--- config.mk ---
export PLATFORM = sky130hd
export DESIGN_NAME = traffic_light_fsm
export DESIGN_NICKNAME = d
export VERILOG_FILES = /design/src/rtl/tl_pkg.sv /design/src/rtl/tick_prescaler.sv /design/src/rtl/traffic_light_fsm.sv
export SDC_FILE = /design/constraint.sdc
export NUM_CORES = 1
export LEC_CHECK = 0
export ABC_CLOCK_PERIOD_IN_PS = 2510
export BUFFER_PORTS_ARGS = -buffer_cell sky130_fd_sc_hd__buf_4
export CORE_AREA = 4 4 63 65
export DETAILED_ROUTE_END_ITERATION = 6
export DIE_AREA = 0 0 67 69
export PLACE_DENSITY = 0.7
export SYNTH_ARGS = -nofsm -noshare
export SYNTH_HDL_FRONTEND = slang
export SYNTH_SLANG_ARGS = --single-unit
--- constraint.sdc ---
create_clock -name fast_clk -period 2.51 [get_ports fast_clk]
set_input_delay 0.251 -clock fast_clk [delete_from_list [all_inputs] [get_ports fast_clk]]
set_output_delay 0.251 -clock fast_clk [all_outputs]
set_load 0.03 [all_outputs]
--- src/rtl/tl_pkg.sv ---
// Shared state and lamp codes for the traffic-light controller and its display stage.
package tl_pkg;

    typedef enum logic [1:0] {
        ST_RED    = 2'd0,
        ST_GREEN  = 2'd1,
        ST_YELLOW = 2'd2
    } tl_state_e;

    localparam logic [2:0] LIGHT_RED    = 3'b100;
    localparam logic [2:0] LIGHT_GREEN  = 3'b010;
    localparam logic [2:0] LIGHT_YELLOW = 3'b001;

    // Lamp code for a phase; anything unrecognised shows red so the lamp stays one-hot.
    function automatic logic [2:0] lamp_of(input tl_state_e st);
        logic [2:0] code;
        case (st)
            ST_RED:    code = LIGHT_RED;
            ST_GREEN:  code = LIGHT_GREEN;
            ST_YELLOW: code = LIGHT_YELLOW;
            default:   code = LIGHT_RED;
        endcase
        return code;
    endfunction

endpackage

--- src/rtl/tick_prescaler.sv ---
// Divides fast_clk down to a one-cycle tick every CLK_DIV cycles.
module tick_prescaler #(
    parameter int CLK_DIV = 50_000_000
) (
    input  logic fast_clk,
    input  logic rst_n,
    output logic tick
);

    localparam int CW = $clog2(CLK_DIV);
    localparam logic [CW-1:0] CNT_MAX = CW'(CLK_DIV - 1);

    logic [CW-1:0] cnt_q;
    logic [CW-1:0] cnt_d;

    // Wrapping count of fast_clk cycles within one tick period.
    always_comb begin
        cnt_d = cnt_q;
        if (cnt_q == CNT_MAX) begin
            cnt_d = '0;
        end else begin
            cnt_d = cnt_q + CW'(1);
        end
    end

    // Counter register with synchronous active-low reset.
    always_ff @(posedge fast_clk) begin
        if (!rst_n) begin
            cnt_q <= '0;
        end else begin
            cnt_q <= cnt_d;
        end
    end

    assign tick = (cnt_q == CNT_MAX);

endmodule

--- src/rtl/traffic_light_fsm.sv ---
// Timed red/green/yellow sequencer with a sticky pedestrian request that
// shortens green to a minimum dwell; all outputs registered.
module traffic_light_fsm
    import tl_pkg::*;
#(
    parameter int CLK_DIV       = 50_000_000,
    parameter int RED_SEC       = 10,
    parameter int GREEN_SEC     = 8,
    parameter int YELLOW_SEC    = 3,
    parameter int MIN_GREEN_SEC = 3
) (
    input  logic       fast_clk,
    input  logic       rst_n,
    input  logic       ped_req,
    output logic [0:2] light,
    output logic [3:0] secs_left,
    output logic       ped_walk
);

    localparam logic [3:0] RED_LOAD    = 4'(RED_SEC - 1);
    localparam logic [3:0] GREEN_LOAD  = 4'(GREEN_SEC - 1);
    localparam logic [3:0] YELLOW_LOAD = 4'(YELLOW_SEC - 1);
    localparam logic [3:0] EARLY_LIM   = 4'(GREEN_SEC - MIN_GREEN_SEC);

    logic       tick_s;
    tl_state_e  state_q, state_d;
    logic [3:0] secs_q, secs_d;
    logic       ped_pending_q, ped_pending_d;
    logic [0:2] light_q, light_d;
    logic       walk_q, walk_d;

    tick_prescaler #(.CLK_DIV(CLK_DIV)) u_prescaler (
        .fast_clk (fast_clk),
        .rst_n    (rst_n),
        .tick     (tick_s)
    );

    // State, phase counter, request latch and output registers.
    always_ff @(posedge fast_clk) begin
        if (!rst_n) begin
            state_q       <= ST_RED;
            secs_q        <= RED_LOAD;
            ped_pending_q <= 1'b0;
            light_q       <= LIGHT_RED;
            walk_q        <= 1'b1;
        end else begin
            state_q       <= state_d;
            secs_q        <= secs_d;
            ped_pending_q <= ped_pending_d;
            light_q       <= light_d;
            walk_q        <= walk_d;
        end
    end

    // Next phase and countdown; the early green exit uses the request latched before this edge.
    always_comb begin
        state_d       = state_q;
        secs_d        = secs_q;
        ped_pending_d = ped_pending_q;
        if (ped_req && (state_q != ST_RED)) begin
            ped_pending_d = 1'b1;
        end else begin
            ped_pending_d = ped_pending_q;
        end
        case (state_q)
            ST_RED: begin
                if (tick_s && (secs_q == 4'd0)) begin
                    state_d = ST_GREEN;
                    secs_d  = GREEN_LOAD;
                end else if (tick_s) begin
                    secs_d = secs_q - 4'd1;
                end else begin
                    secs_d = secs_q;
                end
            end
            ST_GREEN: begin
                if (tick_s && ((secs_q == 4'd0) || (ped_pending_q && (secs_q <= EARLY_LIM)))) begin
                    state_d = ST_YELLOW;
                    secs_d  = YELLOW_LOAD;
                end else if (tick_s) begin
                    secs_d = secs_q - 4'd1;
                end else begin
                    secs_d = secs_q;
                end
            end
            ST_YELLOW: begin
                if (tick_s && (secs_q == 4'd0)) begin
                    state_d       = ST_RED;
                    secs_d        = RED_LOAD;
                    ped_pending_d = 1'b0;
                end else if (tick_s) begin
                    secs_d = secs_q - 4'd1;
                end else begin
                    secs_d = secs_q;
                end
            end
            default: begin
                state_d       = ST_RED;
                secs_d        = RED_LOAD;
                ped_pending_d = 1'b0;
            end
        endcase
    end

    // Lamp and walk derive from the next state so they register alongside it.
    always_comb begin
        light_d = lamp_of(state_d);
        walk_d  = (state_d == ST_RED);
    end

    assign light     = light_q;
    assign secs_left = secs_q;
    assign ped_walk  = walk_q;

endmodule

==> metrics.md <==
| Metric | Value |
|---|---|
| Global route overflow | `0` |
| Buffers from clock root to sink, at most | `2` |
| Crit-path most repeated cell | `sky130_fd_sc_hd__or4_4` |
| Source of the critical timing path | `u_prescaler.cnt_q[1]` |
| Most common library cell in the layout ignoring fill and taps | `sky130_fd_sc_hd__dfxtp_1` |
| Vias in the first global route | `between 1,000 and 1,500` |
| Drt total wl | `3.654 mm` |
| Clock network latency to the later pin of the worst-skew pair | `around 0.34 ns` |
| Sequential share of the synthesized area | `40.77%` |
| Post-layout minimum cycle time | `approximately 2.4 ns` |
| RePlAce Congestion | `approximately 0.89` |
| Most frequent cells in the layout | `sky130_fd_sc_hd__dfxtp_1, sky130_fd_sc_hd__nor2_1, sky130_fd_sc_hd__nand2_1` |
| Number of cells after detailed placement | `between 200 and 300` |
| Hold slack final | `~0.15 ns` |
| Global Route met2 Usage | `28.06%` |
| Non-filler instance count after layout | `approximately 270` |
| Proportion of layout cells with a drive suffix above 1 | `14.47%` |
| Fin. Hold Viols | `0` |
| Global-route met3 utilization | `under 10%` |
| Total of warnings raised by yosys | `0` |
| Count of filler cells inserted in the layout | `316` |
| Multi-input logic area | `about 1000 um^2` |
| Critical-path cell with the highest stage delay | `sky130_fd_sc_hd__or4_4` |
| CTS Root Buffer Type | `sky130_fd_sc_hd__clkbuf_4` |
| Cell types with the largest area share after synthesis | `sky130_fd_sc_hd__dfxtp_1, sky130_fd_sc_hd__nor2_1, sky130_fd_sc_hd__xnor2_1` |
| Worst clock skew | `0.01716 ns` |
| Initial antenna violation count | `0` |
| FF+latch count, synth | `37` |
| CP startpoint kind | `flop` |
| Post-DR wirelength/cell | `13.34 um` |
| Crit path max fanout | `5` |
| Total standard cell area after synthesis | `around 1800 um^2` |
| Launch point of the worst hold path | `rst_n` |
| First-pass GRT wire length | `roughly 6.4 mm` |
| Maximum clock frequency | `~420 MHz` |
| Ratio of final minimum period to clock period | `a little over nine tenths` |
| Setup violators final | `0` |
| Storage element area | `roughly 740 um^2` |
| Starting utilization of the core area | `a little over half` |
| Maximum level of the CTS H-tree | `2` |
| Endpoint kind of the worst setup timing path | `flop` |
| Row count | `21` |
| PwrDens | `between 400 and 500 nW/um^2` |
| Result of the run | `complete, no violations` |
| Max-cap violations | `0` |
| Post-detailed-route count of antenna-violating nets | `0` |
| Count of port buffers added during placement | `10` |
| Leakage Power | `roughly 0.76 nW` |
| Chip height | `69 um` |
| Number of nets produced by synthesis | `~220` |
| Die ar. | `roughly 4600 um^2` |
| Drc violations | `0` |
| Required time at the worst-slack endpoint | `~2.8 ns` |
| Post-Route Setup TNS | `0 ns` |
| CTS tree | `yes` |
| Stage delay of the slowest cell on the critical path | `roughly 0.50 ns` |
| Area growth from synthesis to layout | `12.26%` |
| Final slew viol count | `0` |
| Most utilized layer in the global route result | `met2` |
| Start of the worst register-to-register path | `u_prescaler.cnt_q[1]` |
| Transition time of the tightest slew-check pin | `between 0.4 and 0.5 ns` |
| Number of clock buffers inserted by TritonCTS | `5` |
| Startpoint-to-endpoint class of the critical path | `flop to flop` |
| Max transition margin | `between 60 and 70%` |
| Half-perimeter wire length after detailed placement | `2.694 mm` |
| Met1 routing resource usage after global routing | `a little over a fifth` |
| Post-detailed-route via-to-cell ratio | `approximately 5.5` |
| Top-Level Pins | `11` |
| Worst IR drop on VDD | `0.2648 mV` |
| Number of detailed-route iterations in the first pass | `4` |
| Worst-path cell chain | `ha_2 -> nand4_1 -> or4_4 -> or4_4 -> a21oi_2 -> inv_1 -> ha_1 -> and2_1` |
| Number of different library cells in the post-synthesis netlist | `39` |
| Number of buffers inserted for hold repair after clock tree synthesis | `0` |
| Maximum number of pins on one net before global-route repair | `24` |
| Cell taking the most area after synthesis | `sky130_fd_sc_hd__dfxtp_1` |
| Mapped Avg Cell Area | `about 8.6 um^2` |
| Crit path arrival time | `between 2 and 3 ns` |
| Post-Synthesis Cells | `around 210` |
| CTS clock-pin slew for the worst setup and hold paths | `around 0.12 ns` |
| Worst Hold Class | `primary input to flop` |
| Starting DRC count in detailed routing | `about 130` |
| Number of sinks handled by clock tree synthesis | `37` |
| Proportion of netlist area held by the largest area contributor | `40.77%` |
| Total core area | `around 3300 um^2` |
| Die Wd | `67 um` |
| Unrepaired setup endpoints after global routing | `no` |
| Overall routing resource usage | `between 10% and 20%` |
| Ant. Diodes | `0` |
| Number of vias after detailed routing | `between 1,000 and 1,500` |
| Nets | `237` |
-- cell usage after synthesis --
cell type	instances
sky130_fd_sc_hd__or4b_1	1
sky130_fd_sc_hd__and4_1	4
sky130_fd_sc_hd__a21o_1	1
sky130_fd_sc_hd__a21oi_1	5
sky130_fd_sc_hd__and3_2	2
sky130_fd_sc_hd__or4_4	2
sky130_fd_sc_hd__o31a_2	1
sky130_fd_sc_hd__and2_1	9
sky130_fd_sc_hd__nor4b_1	1
sky130_fd_sc_hd__a21oi_2	1
sky130_fd_sc_hd__nand3_1	11
sky130_fd_sc_hd__dfxtp_1	37
sky130_fd_sc_hd__a22o_1	1
sky130_fd_sc_hd__or3b_2	1
sky130_fd_sc_hd__nor3_1	11
sky130_fd_sc_hd__o221ai_1	1
sky130_fd_sc_hd__nand4_1	3
sky130_fd_sc_hd__and4bb_2	1
sky130_fd_sc_hd__a211oi_1	1
sky130_fd_sc_hd__o21ai_0	7
sky130_fd_sc_hd__nand3_2	1
sky130_fd_sc_hd__and3_1	6
sky130_fd_sc_hd__a22oi_1	1
sky130_fd_sc_hd__o21a_1	3
sky130_fd_sc_hd__xnor2_1	12
sky130_fd_sc_hd__nor2_1	30
sky130_fd_sc_hd__nand2_1	15
sky130_fd_sc_hd__clkbuf_1	5
sky130_fd_sc_hd__mux2i_1	2
sky130_fd_sc_hd__inv_1	9
sky130_fd_sc_hd__or3_1	3
sky130_fd_sc_hd__o31ai_1	1
sky130_fd_sc_hd__ha_1	7
sky130_fd_sc_hd__nor2b_1	1
sky130_fd_sc_hd__nor4_1	2
sky130_fd_sc_hd__o221a_2	1
sky130_fd_sc_hd__nand2b_1	2
sky130_fd_sc_hd__xor2_1	9
sky130_fd_sc_hd__o21bai_1	1
-- sequential cells by signal (all words and copies together), names as in the netlist --
register,cells
light,3
ped_pending_q,1
ped_walk,1
secs_left,4
state_q,2
u_prescaler.cnt_q,26
-- per-layer routing --
layer	vias up	part of all wire (%)
met5	-	0
met4	0	1.5
met3	4	4.1
met2	22	50
met1	711	45
li1	762	-
-- final timing paths --
path | endpoint | slack [ns] | depth (start not counted)
hold / removal | ped_walk | 0.15 | 2
hold reg to reg | u_prescaler.cnt_q[0] | 0.44 | 1
setup reg to reg | light[2] | 0.14 | 8
setup / recovery | light[2] | 0.14 | 8
-- power by group --
group / switching, W / total, W / internal, W / leakage (nW)
registers: 0.00000450 / 0.000596 / 0.000591 / 0.299
logic: 0.0000128 / 0.0000229 / 0.0000102 / 0.415
clock network: 0.000198 / 0.000361 / 0.000163 / 0.0413
total: 0.000215 / 0.000979 / 0.000764 / 0.755
-- cell type report --
class | instances | share of cell area (%)
multi-input combinational | 161 | 50.31
sequential | 37 | 36.38
timing repair buffer | 13 | 5.399
clock buffer | 7 | 3.190
tap | 46 | 2.822
inverter | 9 | 1.656
clock inverter | 1 | 0.2454
-- cell families after synthesis --
kind of cell               after synthesis  share of synthesized area (%)
and+or+nand+nor                        106                          31.06
DFF                                     37                          40.77
AOI/OAI and AO/OA                       25                          9.229
xor gates and xnor gates                21                          10.12
buffers and inverters                   14                          2.893
adders and majority gates                7                          4.821
muxes                                    2                          1.102
-- through the flow --
step           utilization [%]  total power [W]  cell area (um^2)  setup WS (ns)
3_5_place_dp             58.91        0.0006315              1966        0.09418
4_1_cts                  61.00        0.0009912              2036        0.07487
6_report                 61.12        0.0009792              2039         0.1372
2_1_floorplan                -        0.0006206              1817         0.1942
5_1_grt                  61.12         0.001032              2039        0.02434
3_3_place_gp             58.91        0.0006301              1966         0.1942
-- what timing repair did --
item | in CTS | in global routing
gates resized for setup | 0 | 2
setup buffers | 0 | 0
endpoints found under the setup margin | 0 | 3
-- critical path: cells and delay by family (launching register included) --
| kind | cells | cell delay [ns] |
|---|---|---|
| simple gates | 4 | 1.23 |
| compound gates | 1 | 0.20 |
| flops | 1 | 0.38 |
| buf+inv | 1 | 0.08 |
| fa+ha+maj | 2 | 0.40 |
(Power assumes the default switching activity.)
